File: src/rtl/alu_seq_pkg.sv
// Shared constants, instruction layout and state encoding for the ALU sequencer.
// Opcode classification helpers live here so the top and the bench agree on decode.
package alu_seq_pkg;

    localparam int unsigned DATA_W    = 8;
    localparam int unsigned REG_COUNT = 8;
    localparam int unsigned REG_AW    = 3;
    localparam int unsigned OP_W      = 4;
    localparam int unsigned SH_W      = 3;
    localparam int unsigned SHAMT_W   = 5;
    localparam int unsigned FLAG_W    = 4;

    localparam logic [OP_W-1:0] OP_AND = 4'h0;
    localparam logic [OP_W-1:0] OP_OR  = 4'h1;
    localparam logic [OP_W-1:0] OP_ADD = 4'h2;
    localparam logic [OP_W-1:0] OP_LS  = 4'h3;
    localparam logic [OP_W-1:0] OP_SRS = 4'h4;
    localparam logic [OP_W-1:0] OP_URS = 4'h5;
    localparam logic [OP_W-1:0] OP_SUB = 4'h6;
    localparam logic [OP_W-1:0] OP_SLT = 4'h7;
    localparam logic [OP_W-1:0] OP_RRO = 4'h8;
    localparam logic [OP_W-1:0] OP_LRO = 4'h9;
    localparam logic [OP_W-1:0] OP_LDI = 4'hA;
    localparam logic [OP_W-1:0] OP_CMP = 4'hB;
    localparam logic [OP_W-1:0] OP_NOT = 4'hF;

    // Field positions: [15:12] op, [11:9] rd, [8:6] rs, [5:3] rt, [2:0] shamt; imm = [7:0].
    typedef struct packed {
        logic [OP_W-1:0]   op;
        logic [REG_AW-1:0] rd;
        logic [REG_AW-1:0] rs;
        logic [REG_AW-1:0] rt;
        logic [SH_W-1:0]   shamt;
    } instr_t;

    typedef enum logic [1:0] {
        ST_IDLE = 2'd0,
        ST_EXEC = 2'd1,
        ST_WB   = 2'd2
    } state_e;

    function automatic logic is_alu_op(input logic [OP_W-1:0] op);
        case (op)
            OP_AND, OP_OR, OP_ADD, OP_LS, OP_SRS, OP_URS,
            OP_SUB, OP_SLT, OP_RRO, OP_LRO, OP_NOT: return 1'b1;
            default:                                return 1'b0;
        endcase
    endfunction

    function automatic logic is_illegal_op(input logic [OP_W-1:0] op);
        return !is_alu_op(op) && (op != OP_LDI) && (op != OP_CMP);
    endfunction

    function automatic logic [DATA_W-1:0] imm_of(input instr_t ins);
        return DATA_W'(ins);
    endfunction

endpackage

File: src/rtl/alu_seq_regfile.sv
// 8x8 register file: two operand read ports, one debug read port, one write port.
// Entry 0 always reads zero and ignores writes.
module alu_seq_regfile
    import alu_seq_pkg::*;
#(
    parameter int unsigned DEPTH = REG_COUNT
) (
    input  logic              clk,
    input  logic              rst,
    input  logic              we_i,
    input  logic [REG_AW-1:0] waddr_i,
    input  logic [DATA_W-1:0] wdata_i,
    input  logic [REG_AW-1:0] raddr_a_i,
    input  logic [REG_AW-1:0] raddr_b_i,
    input  logic [REG_AW-1:0] raddr_dbg_i,
    output logic [DATA_W-1:0] rdata_a_o,
    output logic [DATA_W-1:0] rdata_b_o,
    output logic [DATA_W-1:0] rdata_dbg_o
);

    logic [DATA_W-1:0] regs_q [DEPTH];

    always_ff @(posedge clk) begin
        if (rst) begin
            for (int i = 0; i < int'(DEPTH); i++) begin
                regs_q[i] <= '0;
            end
        end else if (we_i && (waddr_i != '0)) begin
            regs_q[waddr_i] <= wdata_i;
        end
    end

    function automatic logic [DATA_W-1:0] rd_port(input logic [REG_AW-1:0] a);
        return (a == '0) ? '0 : regs_q[a];
    endfunction

    assign rdata_a_o   = rd_port(raddr_a_i);
    assign rdata_b_o   = rd_port(raddr_b_i);
    assign rdata_dbg_o = rd_port(raddr_dbg_i);

endmodule

File: src/rtl/alu_sequencer.sv
// Three-cycle instruction sequencer (IDLE -> EXEC -> WB) driving an external 8-bit ALU
// and committing results/flags to a local register file.
module alu_sequencer
    import alu_seq_pkg::*;
#(
    parameter int unsigned INSTR_W  = 16,
    parameter int unsigned NUM_REGS = 8
) (
    input  logic                clk,
    input  logic                rst,
    input  logic                instr_valid,
    output logic                instr_ready,
    input  logic [INSTR_W-1:0]  instr,
    output logic [DATA_W-1:0]   alu_ina,
    output logic [DATA_W-1:0]   alu_inb,
    output logic [OP_W-1:0]     alu_op,
    output logic [SHAMT_W-1:0]  alu_shamt,
    input  logic [DATA_W-1:0]   alu_out,
    input  logic                alu_cr,
    input  logic                alu_ov,
    input  logic                alu_ng,
    input  logic                alu_zr,
    output logic [FLAG_W-1:0]   flags,
    output logic                done,
    output logic                illegal,
    input  logic [REG_AW-1:0]   dbg_raddr,
    output logic [DATA_W-1:0]   dbg_rdata
);

    state_e              state_q, state_d;
    instr_t              instr_q, instr_d;
    logic [DATA_W-1:0]   res_q, res_d;
    logic [FLAG_W-1:0]   cap_flags_q, cap_flags_d;
    logic [FLAG_W-1:0]   flags_q, flags_d;
    logic                done_q, done_d;
    logic                illegal_q, illegal_d;
    logic                wb_we_c;
    logic [DATA_W-1:0]   wb_data_c;
    logic [DATA_W-1:0]   rs_data_c, rt_data_c;

    alu_seq_regfile #(
        .DEPTH (NUM_REGS)
    ) u_regfile (
        .clk         (clk),
        .rst         (rst),
        .we_i        (wb_we_c),
        .waddr_i     (instr_q.rd),
        .wdata_i     (wb_data_c),
        .raddr_a_i   (instr_q.rs),
        .raddr_b_i   (instr_q.rt),
        .raddr_dbg_i (dbg_raddr),
        .rdata_a_o   (rs_data_c),
        .rdata_b_o   (rt_data_c),
        .rdata_dbg_o (dbg_rdata)
    );

    always_ff @(posedge clk) begin
        if (rst) begin
            state_q     <= ST_IDLE;
            instr_q     <= '0;
            res_q       <= '0;
            cap_flags_q <= '0;
            flags_q     <= '0;
            done_q      <= 1'b0;
            illegal_q   <= 1'b0;
        end else begin
            state_q     <= state_d;
            instr_q     <= instr_d;
            res_q       <= res_d;
            cap_flags_q <= cap_flags_d;
            flags_q     <= flags_d;
            done_q      <= done_d;
            illegal_q   <= illegal_d;
        end
    end

    // done/illegal are set on the EXEC->WB edge so they are high for the whole WB cycle.
    always_comb begin
        state_d     = state_q;
        instr_d     = instr_q;
        res_d       = res_q;
        cap_flags_d = cap_flags_q;
        flags_d     = flags_q;
        done_d      = 1'b0;
        illegal_d   = 1'b0;
        wb_we_c     = 1'b0;
        wb_data_c   = res_q;
        case (state_q)
            ST_IDLE: begin
                if (instr_valid) begin
                    instr_d = instr_t'(instr);
                    state_d = ST_EXEC;
                end
            end
            ST_EXEC: begin
                res_d       = alu_out;
                cap_flags_d = {alu_cr, alu_ov, alu_ng, alu_zr};
                done_d      = 1'b1;
                illegal_d   = is_illegal_op(instr_q.op);
                state_d     = ST_WB;
            end
            ST_WB: begin
                state_d = ST_IDLE;
                if (instr_q.op == OP_LDI) begin
                    wb_we_c   = 1'b1;
                    wb_data_c = imm_of(instr_q);
                end else if (is_alu_op(instr_q.op)) begin
                    wb_we_c = 1'b1;
                    flags_d = cap_flags_q;
                end else if (instr_q.op == OP_CMP) begin
                    flags_d = cap_flags_q;
                end
            end
            default: state_d = ST_IDLE;
        endcase
    end

    // ALU operand bus is quiet (all zero) except during EXEC.
    always_comb begin
        alu_ina   = '0;
        alu_inb   = '0;
        alu_op    = OP_AND;
        alu_shamt = '0;
        if (state_q == ST_EXEC) begin
            alu_ina   = rs_data_c;
            alu_inb   = rt_data_c;
            alu_shamt = {2'b00, instr_q.shamt};
            if (is_alu_op(instr_q.op)) begin
                alu_op = instr_q.op;
            end else if (instr_q.op == OP_CMP) begin
                alu_op = OP_SUB;
            end
        end
    end

    assign instr_ready = (state_q == ST_IDLE) && !rst;
    assign flags       = flags_q;
    assign done        = done_q;
    assign illegal     = illegal_q;

endmodule

File: config.mk
export PLATFORM = sky130hd
export DESIGN_NAME = alu_sequencer
export DESIGN_NICKNAME = d
export VERILOG_FILES = /design/src/rtl/alu_seq_pkg.sv /design/src/rtl/alu_seq_regfile.sv /design/src/rtl/alu_sequencer.sv
export SDC_FILE = /design/constraint.sdc
export NUM_CORES = 1
export LEC_CHECK = 0
export BUFFER_PORTS_ARGS = -buffer_cell sky130_fd_sc_hd__buf_2
export CAP_MARGIN = 20
export CORE_MARGIN = 5
export CORE_UTILIZATION = 28
export CTS_CLUSTER_SIZE = 40
export DETAILED_ROUTE_END_ITERATION = 10
export HOLD_SLACK_MARGIN = 0.1
export PLACE_DENSITY = 0.45
export SLEW_MARGIN = 10
export SYNTH_ARGS = -nofsm -noshare
export SYNTH_HDL_FRONTEND = slang
export SYNTH_HIERARCHICAL = 1
export SYNTH_SLANG_ARGS = --single-unit
export TNS_END_PERCENT = 5
File: constraint.sdc
create_clock -name clk -period 1.95 [get_ports clk]
set_input_delay 0.195 -clock clk [delete_from_list [all_inputs] [get_ports clk]]
set_output_delay 0.195 -clock clk [all_outputs]
set_load 0.05 [all_outputs]
==> results.yml, run 1 <==
setup_path:
  critical_path.top_delay_family: "simple AND/OR/NAND/NOR gates"
  path_cells: "and2_2 -> buf_4 -> a221oi_1 -> and2_1 -> buf_6"
  critPathRequiredTime_ps: 1750
  path_max_fanout: 8
  worst-setup-path-type: "flop to output pin"
  crit_arrival_ps: 1870
  max_stage_delay_ps: 390
  crit_buf_inv: 2
  critPathLaunchType: "flop"
  cp_slowest_cell: "dfxtp_4"
  end_kind: "output pin"
sta:
  fin_ws_ps: -110
  fin_setup_tns_ps: -1300
  fin_skew_ps: 9.92
  finalHoldViolations: 0
  slew_violations: 0
  finalCritPeriodShare_pct: 106
  timing.final.crit_period_ps: 2060
  max_freq_ghz: 0.485
  setup_violations: 17
  grt_setup_unrepaired: "yes"
outcome:
  violations: "setup timing"
  status: "complete, but fails checks"
floorplan:
  dieHeight_um: 151
  core-area_um2: 19500
  rows: 51
  die_w_um: 151
  io_pins: 74
  start_util_pct: 28.4
  dieArea_um2: 22700
grt:
  grt_util_met1_pct: 20.1
  met2_usage_pct: 24.4
  antenna_found_initial: 0
  grt_usage_pct: 15.0
  grt-busiest-layer: "met2"
  gr-total-overflow: 0
  grt_pass1_vias: 4377
  grt_max_degree: 44
  use_met3_pct: 3.23
  grt_pass1_wl_um: 25800
synth:
  synth-edff-count: 56
  synth-main-ff-cell: "edfxtp_1"
  syn-cell-area_um2: 5550
  yosysWarnings: 6
  synth_async_sr_flop_share_pct: 0
  syn_area_per_cell_um2: 11.1
  ys_types: 52
  yosysSeqAreaShare_pct: 43.6
  synth_seq_cells: 93
  synthCells: 501
routing:
  drcViolationCount: 0
  totalWireLength_um: 16900
  vias: 4349
  dr.pass1.iters: 5
  drt_iter0_drc: 180
  ant_nets: 0
  wl_per_cell_um: 18.8
  vias_per_cell: 4.86
placement:
  portBuffers: 71
  dp_slack_ps: 28.7
  hpwl_um: 12700
  gp_congestion: 0.824
clock_tree:
  cts_sinks: 93
  cts_tree: "yes"
  numCtsBuffers: 9
  path_clk_slew_ps: 60
  cts-root-buf: "clkbuf_16"
  cts_max_level: 3
  clk_latency_ps: 350
  clock_path_buffers: 2
power_and_ir_drop:
  power.total_mw: 4.87
  leakage_nw: 2.83
  power.density_nw_per_um2: 662
  peakVddDrop_mv: 0.438
cells_and_area:
  areaGrowthSynthToFinish_pct: 32.4
  antenna_cells: 0
  drive_gt1_share_pct: 42.1
  finalNetCount: 659
run:
  maxCapViolations: 0
min_path:
  hold_path.class: "input port to flop"
[Yosys cell counts (6+ instances only)]
cell type | number | share of area [%]
a211oi_1 | 9 | 1.2
a21oi_1 | 22 | 2.0
a21oi_2 | 10 | 1.6
a221oi_1 | 28 | 4.4
a221oi_2 | 7 | 1.9
a311oi_1 | 8 | 1.3
and2_1 | 78 | 8.8
buf_2 | 14 | 1.3
buf_4 | 6 | 0.81
buf_6 | 6 | 1.2
dfxtp_1 | 37 | 13
edfxtp_1 | 56 | 30
mux2_2 | 19 | 3.9
mux2_4 | 13 | 3.5
mux2i_1 | 44 | 7.9
nand2_1 | 49 | 3.3
nand2_2 | 10 | 1.1
nand2b_1 | 11 | 1.2
nor2b_1 | 11 | 1.2
or2_2 | 7 | 0.79
[power breakdown]
group	internal, mW	total [mW]	switching, mW
registers	2.16	2.23	0.0794
logic	0.415	0.969	0.553
clock network	0.907	1.67	0.759
total	3.48	4.87	1.39
[metal layers]
metal	part of all wire (%)	vias up
li1	-	2088
met1	46	2102
met2	47	142
met3	5.2	17
met4	1.7	0
met5	0	-
[path summary, 6_finish.rpt]
| path | slack, ps | start | cells past startpoint | end |
|---|---|---|---|---|
| worst min-delay path | 120 | rst | 2 | instr_q[10]$_SDFFE_PP0N_ |
| worst max-delay path | -110 | instr_q[7]$_SDFFE_PP0N_ | 5 | alu_ina[5] |
| worst max register to register | 80 | instr_q[14]$_SDFFE_PP0N_ | 5 | u_regfile/regs_q[4][5]$_SDFFCE_PN0P_ |
| worst min register to register | 460 | cap_flags_q[2]$_SDFFE_PP0P_ | 2 | cap_flags_q[2]$_SDFFE_PP0P_ |
[cells in the final DEF (no fill, tap or decap), types with 6 or more instances in the layout]
| cell type | count |
|---|---|
| dlygate4sd3_1 | 23 |
| a21oi_2 | 13 |
| a221oi_4 | 6 |
| buf_2 | 50 |
| buf_4 | 50 |
| clkbuf_16 | 9 |
| or2_2 | 7 |
| and2_1 | 71 |
| buf_6 | 16 |
| dfxtp_1 | 33 |
| nand2b_1 | 11 |
| a221oi_2 | 24 |
| mux2_4 | 16 |
| nor2b_1 | 11 |
| a211oi_1 | 8 |
| a21oi_1 | 19 |
| nand2_2 | 10 |
| nand2_1 | 49 |
| mux2i_1 | 44 |
| edfxtp_1 | 56 |
| mux2_2 | 16 |
[what timing repair did]
item                                    CTS  global route
endpoints found under the hold margin    23             0
cloned                                    2             0
resized for setup                        72            31
pin swaps                                 9            12
endpoints found under the setup margin   26            24
hold buffers                             23             0
setup buffers                             4             0
[per-stage QoR]
stage,utilization [%],area [um2],cells,hold WS (ps)
final,37.7,7350,895,116
after CTS,36.9,7200,895,100
after global placement,32.4,6330,850,437
after detailed placement,32.4,6330,850,432
after global routing,37.7,7350,895,116
after floorplan,-,5560,502,317
[area by class of cell]
type / count / area [um2]
Fill cell: 1961 / 12200
Multi-Input combinational cell: 369 / 3090
Sequential cell: 93 / 2430
Timing Repair Buffer: 148 / 1190
Tap cell: 265 / 332
Clock buffer: 10 / 239
Clock inverter: 6 / 47.5
Inverter: 4 / 15.0
[cell families (layout without fill, tap and decap cells)]
logic type | count (synthesis) | count (layout) | synth area share, %
AOI/OAI and AO/OA | 94 | 94 | 13.9
and+or+nand+nor | 196 | 197 | 21.2
buffers and inverters | 41 | 168 | 5.97
muxes | 76 | 76 | 15.3
other | 1 | 2 | 0.0675
DFF | 93 | 93 | 43.6
[flip-flops by register name, indices dropped and copies added, names as in the netlist, named ones only]
signal	cells
done	1
cap_flags_q	4
state_q	2
res_q	8
flags	4
instr_q	16
illegal	1
u_regfile/regs_q	56
Power figures use the tool's default switching activity.
==> inputs of run 2 (changes only) <==
--- a/config.mk
+++ b/config.mk
@@ -20,2 +20,2 @@
 export SYNTH_SLANG_ARGS = --single-unit
-export TNS_END_PERCENT = 5
+export TNS_END_PERCENT = 10
--- a/constraint.sdc
+++ b/constraint.sdc
@@ -3,2 +3,2 @@
 set_output_delay 0.195 -clock clk [all_outputs]
-set_load 0.05 [all_outputs]
+set_load 0.01 [all_outputs]
==> results.yml, run 2 (same netlist as run 1, synthesis figures left out) <==
placement:
  gp_congestion: 0.826
  portBuffers: 71
  placed_cells: 837
  hpwl_um: 12200
  dp_slack_ps: -29.3
setup_path:
  critPathRequiredTime_ps: 1750
  path_max_fanout: 6
  critPathLaunchType: "flop"
  crit_arrival_ps: 1890
  end_kind: "output pin"
  worst-setup-path-type: "flop to output pin"
routing:
  vias: 4313
  wl_per_cell_um: 18.7
  ant_nets: 0
  dr.pass1.iters: 4
  vias_per_cell: 4.85
  drcViolationCount: 0
  drt_iter0_drc: 228
  totalWireLength_um: 16600
sta:
  fin_ws_ps: -132
  fin_setup_tns_ps: -1170
  finalCritPeriodShare_pct: 107
  grt_setup_unrepaired: "yes"
  fin_skew_ps: 9.82
  max_freq_ghz: 0.480
  timing.final.crit_period_ps: 2080
  setup_violations: 14
  slew_violations: 0
  finalHoldViolations: 0
grt:
  grt_usage_pct: 15.0
  use_met3_pct: 3.50
  grt_pass1_vias: 4518
  grt_util_met1_pct: 20.4
  grt-busiest-layer: "met2"
  met2_usage_pct: 23.7
  grt_pass1_wl_um: 25900
  antenna_found_initial: 0
  gr-total-overflow: 0
  grt_max_degree: 44
floorplan:
  rows: 51
  dieArea_um2: 22700
  core-area_um2: 19500
  die_w_um: 151
  start_util_pct: 28.4
  io_pins: 74
  dieHeight_um: 151
power_and_ir_drop:
  leakage_nw: 2.81
  power.total_mw: 4.82
  power.density_nw_per_um2: 666
  comb_power_share_pct: 17.4
  clockPowerShare_pct: 36.2
  p_seq_share_pct: 46.4
  p_int_mw: 3.55
  sw_frac_of_total_pct: 26.5
  p_switching_mw: 1.28
  peakVddDrop_mv: 0.355
min_path:
  hold_path.class: "input port to flop"
clock_tree:
  clk_latency_ps: 350
  path_clk_slew_ps: 70
  clock_path_buffers: 2
  cts-root-buf: "clkbuf_16"
  numCtsBuffers: 9
  cts_max_level: 3
  cts_tree: "yes"
  cts_sinks: 93
cells_and_area:
  antenna_cells: 0
  layout_common_cells: "77 x and2_1, 70 x buf_2, 56 x edfxtp_1"
  largest_registers: "u_regfile/regs_q (56), instr_q (16), res_q (8)"
  largest_reg_flops: 56
  layout_commonest_cell: "and2_1"
  top_register: "u_regfile/regs_q"
  finalNetCount: 653
  final_cells: 889
  drive_gt1_share_pct: 40.4
  areaGrowthSynthToFinish_pct: 30.5
run:
  maxCapViolations: 0
outcome:
  violations: "setup timing"
  status: "complete, but fails checks"
==> run 2: cell types whose count changed in the layout (fill, tap and decap cells not counted), sizes merged <==
cell,previous run,this run
buf,124,121
and2b,4,3
bufinv,0,1
clkbuf,11,10
dlygate4sd3,23,22
inv,5,4
==> run 2: worst max-delay path: stages, from the launching register on <==
cell	delay [ps]
dfxtp_4	410
buf_12	140
mux2_4	310
a221oi_4	300
a221oi_2	70
and2_1	150
buf_2	140
==> run 2: power groups by stage <==
stage	Clock (mW)	Sequential [mW]	Combinational, mW
CTS	1.79	2.24	0.814
global placement	0	2.27	0.673
finish	1.75	2.24	0.840
global route	1.88	2.25	0.902
detailed placement	0	2.27	0.679
floorplan	0	2.25	0.475
==> run 2: final cells by class <==
cell class,instances,area (um2)
well taps,265,332
inverters,4,15.0
clock buffers,10,229
repair buffers,143,1070
multi-input cells,368,3100
clock inverters,6,63.8
fillers,1968,12300
flip-flops and latches,93,2440
==> run 2: path summary, 6_finish.rpt <==
kind                                                              to                         from  cells after the start  slack, ps
worst max-delay path                                      alu_ina[5]      instr_q[6]$_SDFFE_PP0N_                      6       -130
worst min-delay path                        instr_q[12]$_SDFFE_PP0N_                    instr[12]                      3        110
worst max register to register  u_regfile/regs_q[4][3]$_SDFFCE_PN0P_     instr_q[14]$_SDFFE_PP0N_                      5        110
worst min register to register           cap_flags_q[3]$_SDFFE_PP0P_  cap_flags_q[3]$_SDFFE_PP0P_                      2        460
==> run 2: stage by stage <==
stage | utilization (%) | hold WS (ps) | cell area (um2)
global placement | 31.9 | 437 | 6230
detailed placement | 31.9 | 439 | 6230
finish | 37.1 | 115 | 7240
floorplan | - | 317 | 5560
global route | 37.1 | 119 | 7240
CTS | 36.6 | 101 | 7150
==> run 2: what timing repair did <==
action / in CTS / in global routing
gates cloned: 2 / 0
endpoints found under the setup margin: 16 / 45
setup buffers: 9 / 3
hold buffers: 22 / 0
gates resized for setup: 55 / 14
hold endpoints to repair: 22 / 0
pin swaps: 11 / 6
==> run 2: per-layer routing <==
metal	share of wire [%]	routed length, um	up-vias
met5	0	0	-
li1	-	-	2067
met4	2.0	340	0
met1	47	7800	2084
met2	46	7580	136
met3	5.5	919	26
==> inputs of run 3 (changes only) <==
PLACE_DENSITY = 0.43   (was 0.45)
==> results.yml, run 3 (same netlist as run 1, synthesis figures left out) <==
outcome:
  status: "complete, but fails checks"
  violations: "setup timing"
routing:
  drcViolationCount: 0
  ant_nets: 0
  totalWireLength_um: 17800
  wl_per_cell_um: 19.8
  vias_per_cell: 4.81
  dr.pass1.iters: 4
  drt_iter0_drc: 185
  vias: 4314
cells_and_area:
  multiInputGateArea_um2: 3010
  fillers: 1956
  areaGrowthSynthToFinish_pct: 30.6
  final_cells: 897
  layout_commonest_cell: "and2_1"
  antenna_cells: 0
  regArea_um2: 2430
  largest_reg_flops: 56
  layout_common_cells: "78 x and2_1, 71 x buf_2, 56 x edfxtp_1"
  largest_registers: "u_regfile/regs_q (56), instr_q (16), res_q (8)"
  top_register: "u_regfile/regs_q"
  finish.instance_area_um2: 7250
  drive_gt1_share_pct: 40.0
  finalNetCount: 661
clock_tree:
  cts-root-buf: "clkbuf_16"
  numCtsBuffers: 9
  clock_path_buffers: 2
  cts_max_level: 3
  cts_tree: "yes"
  path_clk_slew_ps: 60
  cts_sinks: 93
  clk_latency_ps: 350
placement:
  placed_cells: 852
  dpl_cell_area_um2: 6350
  portBuffers: 71
  hpwl_um: 12800
  dp_slack_ps: -28.0
  gp_congestion: 0.860
floorplan:
  die_w_um: 151
  rows: 51
  core-area_um2: 19500
  dieHeight_um: 151
  start_util_pct: 28.4
  dieArea_um2: 22700
  io_pins: 74
run:
  maxCapViolations: 0
setup_path:
  critPathRequiredTime_ps: 1750
  end_kind: "output pin"
  worst-setup-path-type: "flop to output pin"
  path_max_fanout: 6
  critPathLaunchType: "flop"
  crit_arrival_ps: 1880
grt:
  gr-total-overflow: 0
  antenna_found_initial: 1
  grt_pass1_wl_um: 26600
  grt_pass1_vias: 4473
  grt_usage_pct: 15.8
  grt_max_degree: 34
sta:
  max_freq_ghz: 0.482
  setup_violations: 16
  finalCritPeriodShare_pct: 106
  fin_setup_tns_ps: -1250
  fin_ws_ps: -124
  finalHoldViolations: 0
  timing.final.crit_period_ps: 2070
  grt_setup_unrepaired: "yes"
  fin_skew_ps: 4.38
  slew_violations: 0
power_and_ir_drop:
  leakage_nw: 2.84
  peakVddDrop_mv: 0.428
  power.density_nw_per_um2: 702
min_path:
  hold_path.class: "input port to flop"
[run 3: stage by stage]
stage               hold WS [ps]  util [%]  power (mW)
finish                       107      37.1        5.09
global route                 105      37.1        5.29
CTS                          101      36.7        5.12
detailed placement           445      32.5        2.98
global placement             443      32.5        2.98
floorplan                    317         -        2.72
[run 3: report_power, final]
part	internal, mW	switching (mW)
clock network	1.25	0.774
logic	0.401	0.435
registers	2.16	0.0809
[run 3: layout make-up]
cell class,count,share of cell area (%)
clock buffers,9,3.11
clock inverters,7,1.57
inverters,4,0.207
multi-input cells,368,41.5
flip-flops and latches,93,33.6
well taps,265,4.57
repair buffers,151,15.5
[run 3: path summary, 6_finish.rpt]
check        depth (start not counted)                                    to  slack, ps                        start
max reg2reg                          5  u_regfile/regs_q[4][4]$_SDFFCE_PN0P_         50     instr_q[14]$_SDFFE_PP0N_
max                                  6                            alu_inb[0]       -120      instr_q[3]$_SDFFE_PP0N_
min reg2reg                          2           cap_flags_q[1]$_SDFFE_PP0P_        460  cap_flags_q[1]$_SDFFE_PP0P_
min                                  3               instr_q[4]$_SDFFE_PP0N_        110                     instr[4]
[run 3: worst max-delay path, stage by stage (launching register included)]
cell,delay (ps)
dfxtp_4,410
buf_12,150
mux2_2,340
a221oi_2,230
a221oi_1,90
and2_1,160
buf_2,130
[run 3: what timing repair did]
item	in CTS	in global routing
endpoints found under the hold margin	22	0
resized for setup	35	16
buffers inserted	5	0
hold buffers	22	0
endpoints found under the setup margin	16	27
gates cloned	2	0
pin swaps	6	5
[run 3: layer usage]
layer	up-vias	global-route usage, %	wire length, um
met5	-	0	13
met4	2	6.48	423
met3	32	2.51	931
met2	156	25.8	8210
met1	2044	20.7	8190
li1	2080	-	-
